$ cat src/rtl/soma_spike_generator.sv
// Somatic leaky integrate-and-fire stage of the two-compartment pyramidal cell.
// Integrates dendritic drive in Q14 on each clk_en tick. A threshold crossing
// emits a single spike followed by a refractory period. If the crossing
// coincides with BAC firing, the stage instead emits a committed burst and
// then enters the refractory period.
module soma_spike_generator #(
  parameter int WIDTH        = 18,
  parameter int FRAC         = 14,
  parameter int LEAK_SHIFT   = 3,
  parameter int V_THRESH     = 8192,
  parameter int V_RESET      = 0,
  parameter int REFRAC_TICKS = 8,
  parameter int BURST_LEN    = 3,
  parameter int BURST_ISI    = 2
) (
  input  logic                    clk,
  input  logic                    rst,
  input  logic                    clk_en,
  input  logic signed [WIDTH-1:0] dendritic_input,
  input  logic                    bac_active,
  output logic signed [WIDTH-1:0] v_mem,
  output logic                    spike,
  output logic                    burst_active,
  output logic                    refractory,
  output logic [15:0]             spike_count
);

  if (FRAC >= WIDTH || BURST_LEN < 2 || BURST_LEN > 15 ||
      BURST_ISI < 1 || BURST_ISI > 15) begin : g_param_check
    $error("soma_spike_generator: parameter out of range");
  end

  localparam int DW = WIDTH + 1;
  localparam int SW = WIDTH + 2;
  localparam int RW = (REFRAC_TICKS < 2) ? 1 : $clog2(REFRAC_TICKS + 1);

  localparam logic signed [WIDTH-1:0] VTH  = WIDTH'(V_THRESH);
  localparam logic signed [WIDTH-1:0] VRST = WIDTH'(V_RESET);
  // Symmetric saturation range: the most negative code is never produced.
  localparam logic signed [SW-1:0]    VMAX = {3'b000, {(WIDTH-1){1'b1}}};
  localparam logic signed [SW-1:0]    VMIN = -VMAX;

  typedef enum logic [1:0] {
    INTEG  = 2'd0,
    BURST  = 2'd1,
    REFRAC = 2'd2
  } state_t;

  // With no refractory period, the tick after a spike is already integration.
  localparam state_t AFTER_SPIKE = (REFRAC_TICKS == 0) ? INTEG : REFRAC;

  state_t                  state, state_n;
  logic signed [WIDTH-1:0] v_q, v_n, v_next;
  logic [3:0]              burst_left, burst_n;
  logic [3:0]              isi_cnt, isi_n;
  logic [RW-1:0]           ref_cnt, ref_n;
  logic                    fire;

  logic signed [DW-1:0]    diff, step;
  logic signed [SW-1:0]    sum;

  // Leaky integration step: v + ((in - v) >>> LEAK_SHIFT), saturated.
  always_comb begin
    diff = $signed({dendritic_input[WIDTH-1], dendritic_input}) -
           $signed({v_q[WIDTH-1], v_q});
    step = diff >>> LEAK_SHIFT;
    sum  = $signed({{2{v_q[WIDTH-1]}}, v_q}) + $signed({step[DW-1], step});
    if (sum > VMAX) begin
      v_next = VMAX[WIDTH-1:0];
    end else if (sum < VMIN) begin
      v_next = VMIN[WIDTH-1:0];
    end else begin
      v_next = sum[WIDTH-1:0];
    end
  end

  // Next-state logic. Only clk_en ticks advance the machine.
  always_comb begin
    state_n = state;
    v_n     = v_q;
    burst_n = burst_left;
    isi_n   = isi_cnt;
    ref_n   = ref_cnt;
    fire    = 1'b0;
    if (clk_en) begin
      case (state)
        INTEG: begin
          if (v_next >= VTH) begin
            fire = 1'b1;
            v_n  = VRST;
            if (bac_active) begin
              state_n = BURST;
              burst_n = 4'(BURST_LEN - 1);
              isi_n   = 4'(BURST_ISI);
            end else begin
              state_n = AFTER_SPIKE;
              ref_n   = RW'(REFRAC_TICKS);
            end
          end else begin
            v_n = v_next;
          end
        end
        BURST: begin
          // Committed: bac_active is not consulted once the burst starts.
          v_n = VRST;
          if (isi_cnt <= 4'd1) begin
            fire  = 1'b1;
            isi_n = 4'(BURST_ISI);
            if (burst_left <= 4'd1) begin
              burst_n = '0;
              state_n = AFTER_SPIKE;
              ref_n   = RW'(REFRAC_TICKS);
            end else begin
              burst_n = burst_left - 4'd1;
            end
          end else begin
            isi_n = isi_cnt - 4'd1;
          end
        end
        REFRAC: begin
          v_n = VRST;
          if (ref_cnt <= RW'(1)) begin
            ref_n   = '0;
            state_n = INTEG;
          end else begin
            ref_n = ref_cnt - RW'(1);
          end
        end
        default: begin
          state_n = INTEG;
          v_n     = VRST;
        end
      endcase
    end
  end

  // State, counters and registered outputs; spike self-clears on the next edge.
  always_ff @(posedge clk or posedge rst) begin
    if (rst) begin
      state       <= INTEG;
      v_q         <= '0;
      burst_left  <= '0;
      isi_cnt     <= '0;
      ref_cnt     <= '0;
      spike       <= 1'b0;
      spike_count <= '0;
    end else begin
      state      <= state_n;
      v_q        <= v_n;
      burst_left <= burst_n;
      isi_cnt    <= isi_n;
      ref_cnt    <= ref_n;
      spike      <= fire;
      if (fire && spike_count != '1) begin
        spike_count <= spike_count + 16'd1;
      end
    end
  end

  assign v_mem        = v_q;
  assign burst_active = (state == BURST);
  assign refractory   = (state == REFRAC);

endmodule

$ cat config.mk
export PLATFORM = sky130hd
export DESIGN_NAME = soma_spike_generator
export DESIGN_NICKNAME = d
export VERILOG_FILES = /design/src/rtl/soma_spike_generator.sv
export SDC_FILE = /design/constraint.sdc
export NUM_CORES = 1
export LEC_CHECK = 0
export ABC_AREA = 1
export CAP_MARGIN = 40
export CORE_MARGIN = 8
export CORE_UTILIZATION = 55
export DETAILED_ROUTE_END_ITERATION = 8
export PLACE_DENSITY = 0.78
export SLEW_MARGIN = 0
export SYNTH_ARGS = -nofsm -noshare
export SYNTH_HDL_FRONTEND = slang
export SYNTH_SLANG_ARGS = --single-unit
$ cat constraint.sdc
create_clock -name clk -period 4.5 [get_ports clk]
set_input_delay 0.675 -clock clk [delete_from_list [all_inputs] [get_ports clk]]
set_output_delay 0.675 -clock clk [all_outputs]
set_load 0.02 [all_outputs]
==> results of run 1 <==
[routing by layer]
layer | vias to the layer above | GRT usage (%) | wire length (µm)
met3 | 149 | 3.867 | 2040
met2 | 502 | 46.25 | 9124
met1 | 2741 | 31.80 | 6843
met5 | - | 0 | 0
met4 | 0 | 11.60 | 1319
li1 | 2572 | - | -
[worst min-delay path, cell delays in order, from the launching register on]
cell and delay (ns):
dfrtp_1 0.37, nand2_1 0.06, nand2_1 0.05
[cells in the mapped netlist, drive strengths merged (5+ instances only)]
cell type,count
buf,5
xor2,27
nor3,11
nor2,47
a21oi,35
inv,125
o22ai,16
xnor2,8
ha,42
nand2,205
nand4,19
clkbuf,7
nand3,53
o21ai,12
dfrtp,49
a31oi,6
[flip-flops by register name (all words and copies together), names as in the netlist]
register     cells
burst_left       4
isi_cnt          4
ref_cnt          4
spike            1
spike_count     16
state            2
v_mem           18
[final cells by class]
| type | instances | area [µm²] |
|---|---|---|
| diodes | 1 | 2.502 |
| repair buffers | 155 | 1388 |
| clock inverters | 2 | 17.52 |
| clock buffers | 6 | 82.58 |
| flip-flops and latches | 49 | 1229 |
| multi-input cells | 515 | 3711 |
| inverters | 125 | 469.2 |
| fillers | 387 | 1186 |
| well taps | 105 | 131.4 |
[repair_timing]
item | CTS | global route
gates cloned | 4 | 1
setup buffers | 17 | 7
setup endpoints to repair | 48 | 48
resized for setup | 74 | 94
pin swaps | 53 | 61
[per-stage QoR]
step | TNS [ns] | worst slack (ns) | power [mW] | area, µm²
final | -4.934 | -0.2525 | 6.031 | 7030
after global routing | -16.00 | -0.4167 | 6.337 | 7030
after CTS | 0 | 0.001048 | 5.093 | 6507
after detailed placement | -30.37 | -0.7566 | 4.046 | 5864
after global placement | -24.78 | -0.6074 | 3.943 | 5844
after floorplan | 0 | 0.2780 | 2.782 | 4649
[worst paths after layout]
path                                      startpoint                         to  slack [ns]  depth (start not counted)
max reg2reg                     v_mem[2]$_DFFE_PP0P_       v_mem[0]$_DFFE_PP0P_       -0.22                         28
min                        burst_left[1]$_DFFE_PP0P_  burst_left[1]$_DFFE_PP0P_        0.50                          2
min in group asynchronous                        rst       state[0]$_DFFE_PP0P_        0.67                          2
max in group asynchronous                        rst      v_mem[10]$_DFFE_PP0P_        3.28                          3
min reg2reg                burst_left[1]$_DFFE_PP0P_  burst_left[1]$_DFFE_PP0P_        0.50                          2
max                              dendritic_input[12]       v_mem[0]$_DFFE_PP0P_       -0.25                         23
[logic make-up after synthesis]
logic type | after synthesis | share of synthesized area, %
AND/OR/NAND/NOR | 349 | 33.18
buffers and inverters | 137 | 11.44
AO/OA/AOI/OAI | 84 | 10.52
flip-flops | 49 | 26.37
adder cells (fa/ha/maj) | 43 | 11.73
XOR/XNOR | 35 | 6.755
[power breakdown]
group	leakage, nW	internal (mW)	switching, mW
clock network	0.0518	0.129	0.184
registers	0.654	0.566	0.149
logic	2.81	2.17	2.83
==> flow_results.xml, run 1 <==
<?xml version="1.0" encoding="UTF-8"?>
<metrics>
  <group name="floorplan">
    <metric name="floorplan.initialDensity" unit="%">56.59</metric>
    <metric name="die_area" unit="µm²">11650</metric>
    <metric name="core.rowCount" unit="">33</metric>
    <metric name="dieHeight" unit="µm">107.9</metric>
    <metric name="die-width" unit="µm">107.9</metric>
    <metric name="fp.coreArea" unit="µm²">8217</metric>
    <metric name="io_pins" unit="">59</metric>
  </group>
  <group name="finish">
    <metric name="share_of_the_core_filled_with_cells" unit="%">85.56</metric>
    <metric name="nets" unit="">916</metric>
    <metric name="drive_above_1_share" unit="%">28.64</metric>
    <metric name="final_cell_count_no_fill" unit="">958</metric>
    <metric name="final_common_cell" unit="">nand2_1</metric>
    <metric name="area.growth.synth_to_final" unit="%">51.21</metric>
    <metric name="final_cell_mix" unit="">nand2_1 (177), inv_1 (114), buf_4 (88), dfrtp_1 (47), clkdlybuf4s50_1 (46)</metric>
  </group>
  <group name="routing">
    <metric name="drt-total-wl" unit="µm">19330</metric>
    <metric name="vias_per_cell" unit="">6.225</metric>
    <metric name="vias_after_detailed_routing" unit="">5964</metric>
    <metric name="drt_first_iter_violations" unit="">593</metric>
    <metric name="final_antenna_net_count" unit="">0</metric>
    <metric name="dr_pass1_iterations" unit="">6</metric>
    <metric name="detail_route.drc_violations" unit="">0</metric>
    <metric name="routed_wire_length_per_instance" unit="µm">20.17</metric>
  </group>
  <group name="flow_run">
    <metric name="drv_cap" unit="">0</metric>
  </group>
  <group name="clock_tree">
    <metric name="cts_buffers" unit="">5</metric>
    <metric name="cts.sinks" unit="">49</metric>
    <metric name="cts.htree.levels" unit="">2</metric>
    <metric name="cts_tree" unit="">built</metric>
    <metric name="root_buffer" unit="">clkbuf_8</metric>
    <metric name="clock_latency" unit="ns">0.32</metric>
    <metric name="ctsHoldBuffers" unit="">0</metric>
    <metric name="cts_buffer_depth" unit="">2</metric>
    <metric name="cts_clock_pin_slew_for_the_worst_setup_and_hold_paths" unit="ns">0.10</metric>
  </group>
  <group name="critical_path">
    <metric name="endpoint_kind" unit="">flop</metric>
    <metric name="timing.critical_path.cells" unit="">clkdlybuf4s50_1, ha_1, a21oi_2, nor2_1, a211oi_1, o31ai_2, xnor2_1, inv_1, ha_4, nand2_4, inv_1, nand2_1, nand2_1, a21oi_2, nand2_2, a21oi_2, xnor2_2, nand2_1, nand2_2, buf_4, buf_4, nor3b_1, o21ai_0</metric>
    <metric name="worstSetupPathType" unit="">in -&gt; reg</metric>
    <metric name="worst_ep_arrival_time" unit="ns">4.93</metric>
    <metric name="critical_path.slowest_cell" unit="">clkdlybuf4s50_1</metric>
    <metric name="critPathBufInv" unit="">5</metric>
    <metric name="max_stage_delay" unit="ns">0.45</metric>
    <metric name="crit_family" unit="">compound AO/OA/AOI/OAI gates</metric>
    <metric name="cp.required" unit="ns">4.67</metric>
    <metric name="critical_path.startpoint_type" unit="">primary input</metric>
    <metric name="critPathMaxFanout" unit="">16</metric>
  </group>
  <group name="synth">
    <metric name="ys_types" unit="">41</metric>
    <metric name="synthesis.nets" unit="">762</metric>
    <metric name="asyncSetResetFlopFracSynth" unit="%">100.0</metric>
    <metric name="yosys_register_bits" unit="">49</metric>
    <metric name="post-synth-top-area-cell" unit="">dfrtp_1</metric>
    <metric name="synthesis.instances" unit="">697</metric>
    <metric name="synth_edf_count" unit="">0</metric>
    <metric name="per_instance_average_area_after_synthesis" unit="µm²">6.671</metric>
    <metric name="cells_taking_the_most_area_after_synthesis" unit="">dfrtp_1 (26%), nand2_1 (16%), ha_1 (11%)</metric>
    <metric name="postSynth.topFlopCell" unit="">dfrtp_1</metric>
    <metric name="synth_warnings" unit="">0</metric>
    <metric name="synth_seq_area_share" unit="%">26.37</metric>
    <metric name="synth.cell_area" unit="µm²">4649</metric>
    <metric name="synth_largest_type_area_fraction" unit="%">26.37</metric>
  </group>
  <group name="sta">
    <metric name="timing_hold_violations_final" unit="">0</metric>
    <metric name="timing.max_slew.rel_slack" unit="%">32.04</metric>
    <metric name="timing_worst_slew_pin_value" unit="ns">1.013</metric>
    <metric name="setup_viol_count_final" unit="">47</metric>
    <metric name="finalClockSkew" unit="ns">0.01676</metric>
    <metric name="final_min_period_over_clock_period" unit="%">105.6</metric>
    <metric name="period_needed" unit="ns">4.752</metric>
    <metric name="fmax" unit="MHz">210.4</metric>
    <metric name="fin_ws" unit="ns">-0.2525</metric>
    <metric name="number_of_pins_with_negative_max_slew_slack_in_the_final_report" unit="">0</metric>
    <metric name="fin_worst_hold_slack" unit="ns">0.5011</metric>
    <metric name="rsz0062_at_grt" unit="">true</metric>
  </group>
  <group name="place">
    <metric name="place_congestion" unit="">0.9311</metric>
    <metric name="placed_cells_incl_taps" unit="">920</metric>
    <metric name="portBuffers" unit="">58</metric>
    <metric name="post-dp-hpwl" unit="µm">10370</metric>
  </group>
  <group name="global_routing">
    <metric name="grt_max_degree" unit="">32</metric>
    <metric name="globalRouteOverflowTotal" unit="">0</metric>
    <metric name="grt_first_pass_wirelength" unit="µm">25390</metric>
    <metric name="grt_pass1_vias" unit="">5356</metric>
    <metric name="antenna_found_initial" unit="">1</metric>
    <metric name="grt.total_usage" unit="%">26.57</metric>
  </group>
  <group name="status">
    <metric name="outcome" unit="">complete, but fails checks</metric>
    <metric name="violations" unit="">negative setup slack</metric>
  </group>
  <group name="worst_hold_path">
    <metric name="hp-class" unit="">reg -&gt; reg</metric>
  </group>
  <group name="power_and_ir_drop">
    <metric name="power_density" unit="nW/µm²">857.8</metric>
    <metric name="ir_worst_vdd" unit="V">0.0004751</metric>
    <metric name="leakage" unit="nW">3.513</metric>
  </group>
</metrics>
Note: power is estimated with default switching activity, not from simulation.
==> run 2, diff against run 1 <==
- SKIP_CTS_REPAIR_TIMING: default -> 1
==> run 2 against run 1 <==
The flow still finishes with violations (negative setup slack). Die area stayed put. Global-route usage is 3.7 points lower. Sequential power is 0.6% lower. Setup slack worse by 0.040 ns. Highest routed layer unchanged.
==> flow_results.xml, run 2 (synthesis results as in run 1) <==
<?xml version="1.0" encoding="UTF-8"?>
<metrics>
  <group name="status">
    <metric name="outcome" unit="">complete, but fails checks</metric>
    <metric name="violations" unit="">negative setup slack</metric>
  </group>
  <group name="critical_path">
    <metric name="critPathBufInv" unit="">3</metric>
    <metric name="critPathMaxFanout" unit="">8</metric>
    <metric name="worstSetupPathType" unit="">in -&gt; reg</metric>
    <metric name="critical_path.slowest_cell" unit="">clkdlybuf4s50_1</metric>
    <metric name="worst_ep_arrival_time" unit="ns">4.99</metric>
    <metric name="critical_path.startpoint_type" unit="">primary input</metric>
    <metric name="max_stage_delay" unit="ns">0.42</metric>
    <metric name="endpoint_kind" unit="">flop</metric>
    <metric name="crit_family" unit="">simple AND/OR/NAND/NOR gates</metric>
    <metric name="most_common_cell_type_on_the_critical_path" unit="">nand2_1</metric>
    <metric name="cp.required" unit="ns">4.70</metric>
  </group>
  <group name="finish">
    <metric name="final_cell_count_no_fill" unit="">947</metric>
    <metric name="ff_latch_area" unit="µm²">1226</metric>
    <metric name="multi_input_area" unit="µm²">3580</metric>
    <metric name="area.growth.synth_to_final" unit="%">46.58</metric>
    <metric name="final_cell_mix" unit="">nand2_1 (163), inv_1 (118), buf_4 (80), dfrtp_1 (49), clkdlybuf4s50_1 (46)</metric>
    <metric name="final_common_cell" unit="">nand2_1</metric>
    <metric name="largest_register_ffs" unit="">18</metric>
    <metric name="drive_above_1_share" unit="%">26.52</metric>
    <metric name="layout.filler_cells" unit="">465</metric>
    <metric name="nets" unit="">905</metric>
  </group>
  <group name="floorplan">
    <metric name="dieHeight" unit="µm">107.9</metric>
    <metric name="io_pins" unit="">59</metric>
    <metric name="die-width" unit="µm">107.9</metric>
    <metric name="die_area" unit="µm²">11650</metric>
    <metric name="core.rowCount" unit="">33</metric>
    <metric name="fp.coreArea" unit="µm²">8217</metric>
    <metric name="floorplan.initialDensity" unit="%">56.59</metric>
  </group>
  <group name="power_and_ir_drop">
    <metric name="leakage" unit="nW">3.468</metric>
    <metric name="p_clk_share" unit="%">5.5</metric>
    <metric name="intPower" unit="mW">2.604</metric>
    <metric name="pwr-share-comb" unit="%">81.7</metric>
    <metric name="power_frac_seq" unit="%">12.9</metric>
    <metric name="ir_worst_vdd" unit="V">0.0004527</metric>
    <metric name="switching_share" unit="%">52.89</metric>
    <metric name="p_switching" unit="mW">2.924</metric>
    <metric name="power_density" unit="nW/µm²">811.1</metric>
  </group>
  <group name="routing">
    <metric name="final_antenna_net_count" unit="">0</metric>
    <metric name="detail_route.drc_violations" unit="">0</metric>
    <metric name="drt_first_iter_violations" unit="">458</metric>
    <metric name="vias_after_detailed_routing" unit="">5644</metric>
    <metric name="vias_per_cell" unit="">5.960</metric>
    <metric name="routed_wire_length_per_instance" unit="µm">18.30</metric>
    <metric name="drt-total-wl" unit="µm">17330</metric>
    <metric name="dr_pass1_iterations" unit="">8</metric>
  </group>
  <group name="sta">
    <metric name="setup_viol_count_final" unit="">47</metric>
    <metric name="timing_worst_slew_pin_value" unit="ns">1.216</metric>
    <metric name="timing.max_slew.rel_slack" unit="%">18.47</metric>
    <metric name="number_of_pins_with_negative_max_slew_slack_in_the_final_report" unit="">0</metric>
    <metric name="timing_hold_violations_final" unit="">0</metric>
    <metric name="period_needed" unit="ns">4.792</metric>
    <metric name="rsz0062_at_grt" unit="">true</metric>
    <metric name="fin_ws" unit="ns">-0.2920</metric>
    <metric name="fmax" unit="MHz">208.7</metric>
    <metric name="finalClockSkew" unit="ns">0.01103</metric>
    <metric name="final_min_period_over_clock_period" unit="%">106.5</metric>
  </group>
  <group name="clock_tree">
    <metric name="cts.sinks" unit="">49</metric>
    <metric name="clock_latency" unit="ns">0.32</metric>
    <metric name="cts_buffers" unit="">5</metric>
    <metric name="cts.htree.levels" unit="">2</metric>
    <metric name="cts_clock_pin_slew_for_the_worst_setup_and_hold_paths" unit="ns">0.10</metric>
    <metric name="cts_tree" unit="">built</metric>
    <metric name="cts_buffer_depth" unit="">2</metric>
    <metric name="root_buffer" unit="">clkbuf_8</metric>
  </group>
  <group name="place">
    <metric name="placed_cells_incl_taps" unit="">920</metric>
    <metric name="place_congestion" unit="">0.9311</metric>
    <metric name="post-dp-hpwl" unit="µm">10370</metric>
    <metric name="portBuffers" unit="">58</metric>
    <metric name="dp_worst_setup_slack" unit="ns">-0.7566</metric>
  </group>
  <group name="flow_run">
    <metric name="drv_cap" unit="">0</metric>
  </group>
  <group name="global_routing">
    <metric name="globalRouteOverflowTotal" unit="">0</metric>
    <metric name="grt_pass1_vias" unit="">4828</metric>
    <metric name="grt_max_degree" unit="">32</metric>
    <metric name="grt_first_pass_wirelength" unit="µm">22090</metric>
    <metric name="grt.total_usage" unit="%">22.84</metric>
    <metric name="antenna_found_initial" unit="">1</metric>
  </group>
  <group name="worst_hold_path">
    <metric name="hp-class" unit="">reg -&gt; reg</metric>
  </group>
</metrics>
run 2: final timing paths:
check                      cells after the start                      start  slack (ns)                     endpoint
max                                           25        dendritic_input[12]       -0.29  spike_count[15]$_DFFE_PP0P_
min                                            2  burst_left[1]$_DFFE_PP0P_        0.50    burst_left[1]$_DFFE_PP0P_
max reg2reg                                   29       v_mem[2]$_DFFE_PP0P_       -0.16  spike_count[15]$_DFFE_PP0P_
min reg2reg                                    2  burst_left[1]$_DFFE_PP0P_        0.50    burst_left[1]$_DFFE_PP0P_
max in group asynchronous                      3                        rst        3.30       isi_cnt[0]$_DFFE_PP0P_
min in group asynchronous                      2                        rst        0.68         state[0]$_DFFE_PP0P_
run 2: through the flow:
stage          instance area, µm²  power, mW  hold slack, ns  util (%)  TNS [ns]
6_report                     6815      5.528          0.5032     82.95    -9.129
5_1_grt                      6813      5.838          0.5377     82.91    -18.74
4_1_cts                      5964      4.367          0.5091     72.59    -15.93
3_5_place_dp                 5864      4.046          0.4864     71.37    -30.37
3_3_place_gp                 5844      3.943          0.4573     71.13    -24.78
2_1_floorplan                4649      2.782          0.4419         -         0
run 2: final cells by class:
class | instances | area share, %
clock inverter | 2 | 0.2570
inverter | 125 | 6.885
tap | 105 | 1.928
antenna | 1 | 0.03672
sequential | 49 | 17.99
timing repair buffer | 144 | 19.17
clock buffer | 6 | 1.212
multi-input combinational | 515 | 52.52
run 2: worst min-delay path, delay by kind of cell, from the launching register on:
kind,cells,cell delay (ns)
flip-flops,1,0.37
AND/OR/NAND/NOR,2,0.11
run 2: power groups by stage:
stage                     logic (mW)  registers, mW  clock network [mW]
final                           4.51          0.711               0.303
after global placement          3.25          0.689                   0
after CTS                       3.38          0.689               0.302
after global routing            4.80          0.721               0.320
after floorplan                 2.05          0.734                   0
after detailed placement        3.35          0.694                   0
run 2: metal layers:
| layer | global-route usage [%] | vias up | share of wire [%] |
|---|---|---|---|
| met5 | 0 | - | 0 |
| met4 | 5.946 | 0 | 4.9 |
| met3 | 3.153 | 98 | 9.3 |
| met2 | 39.80 | 405 | 49 |
| met1 | 28.87 | 2592 | 37 |
| li1 | - | 2549 | - |
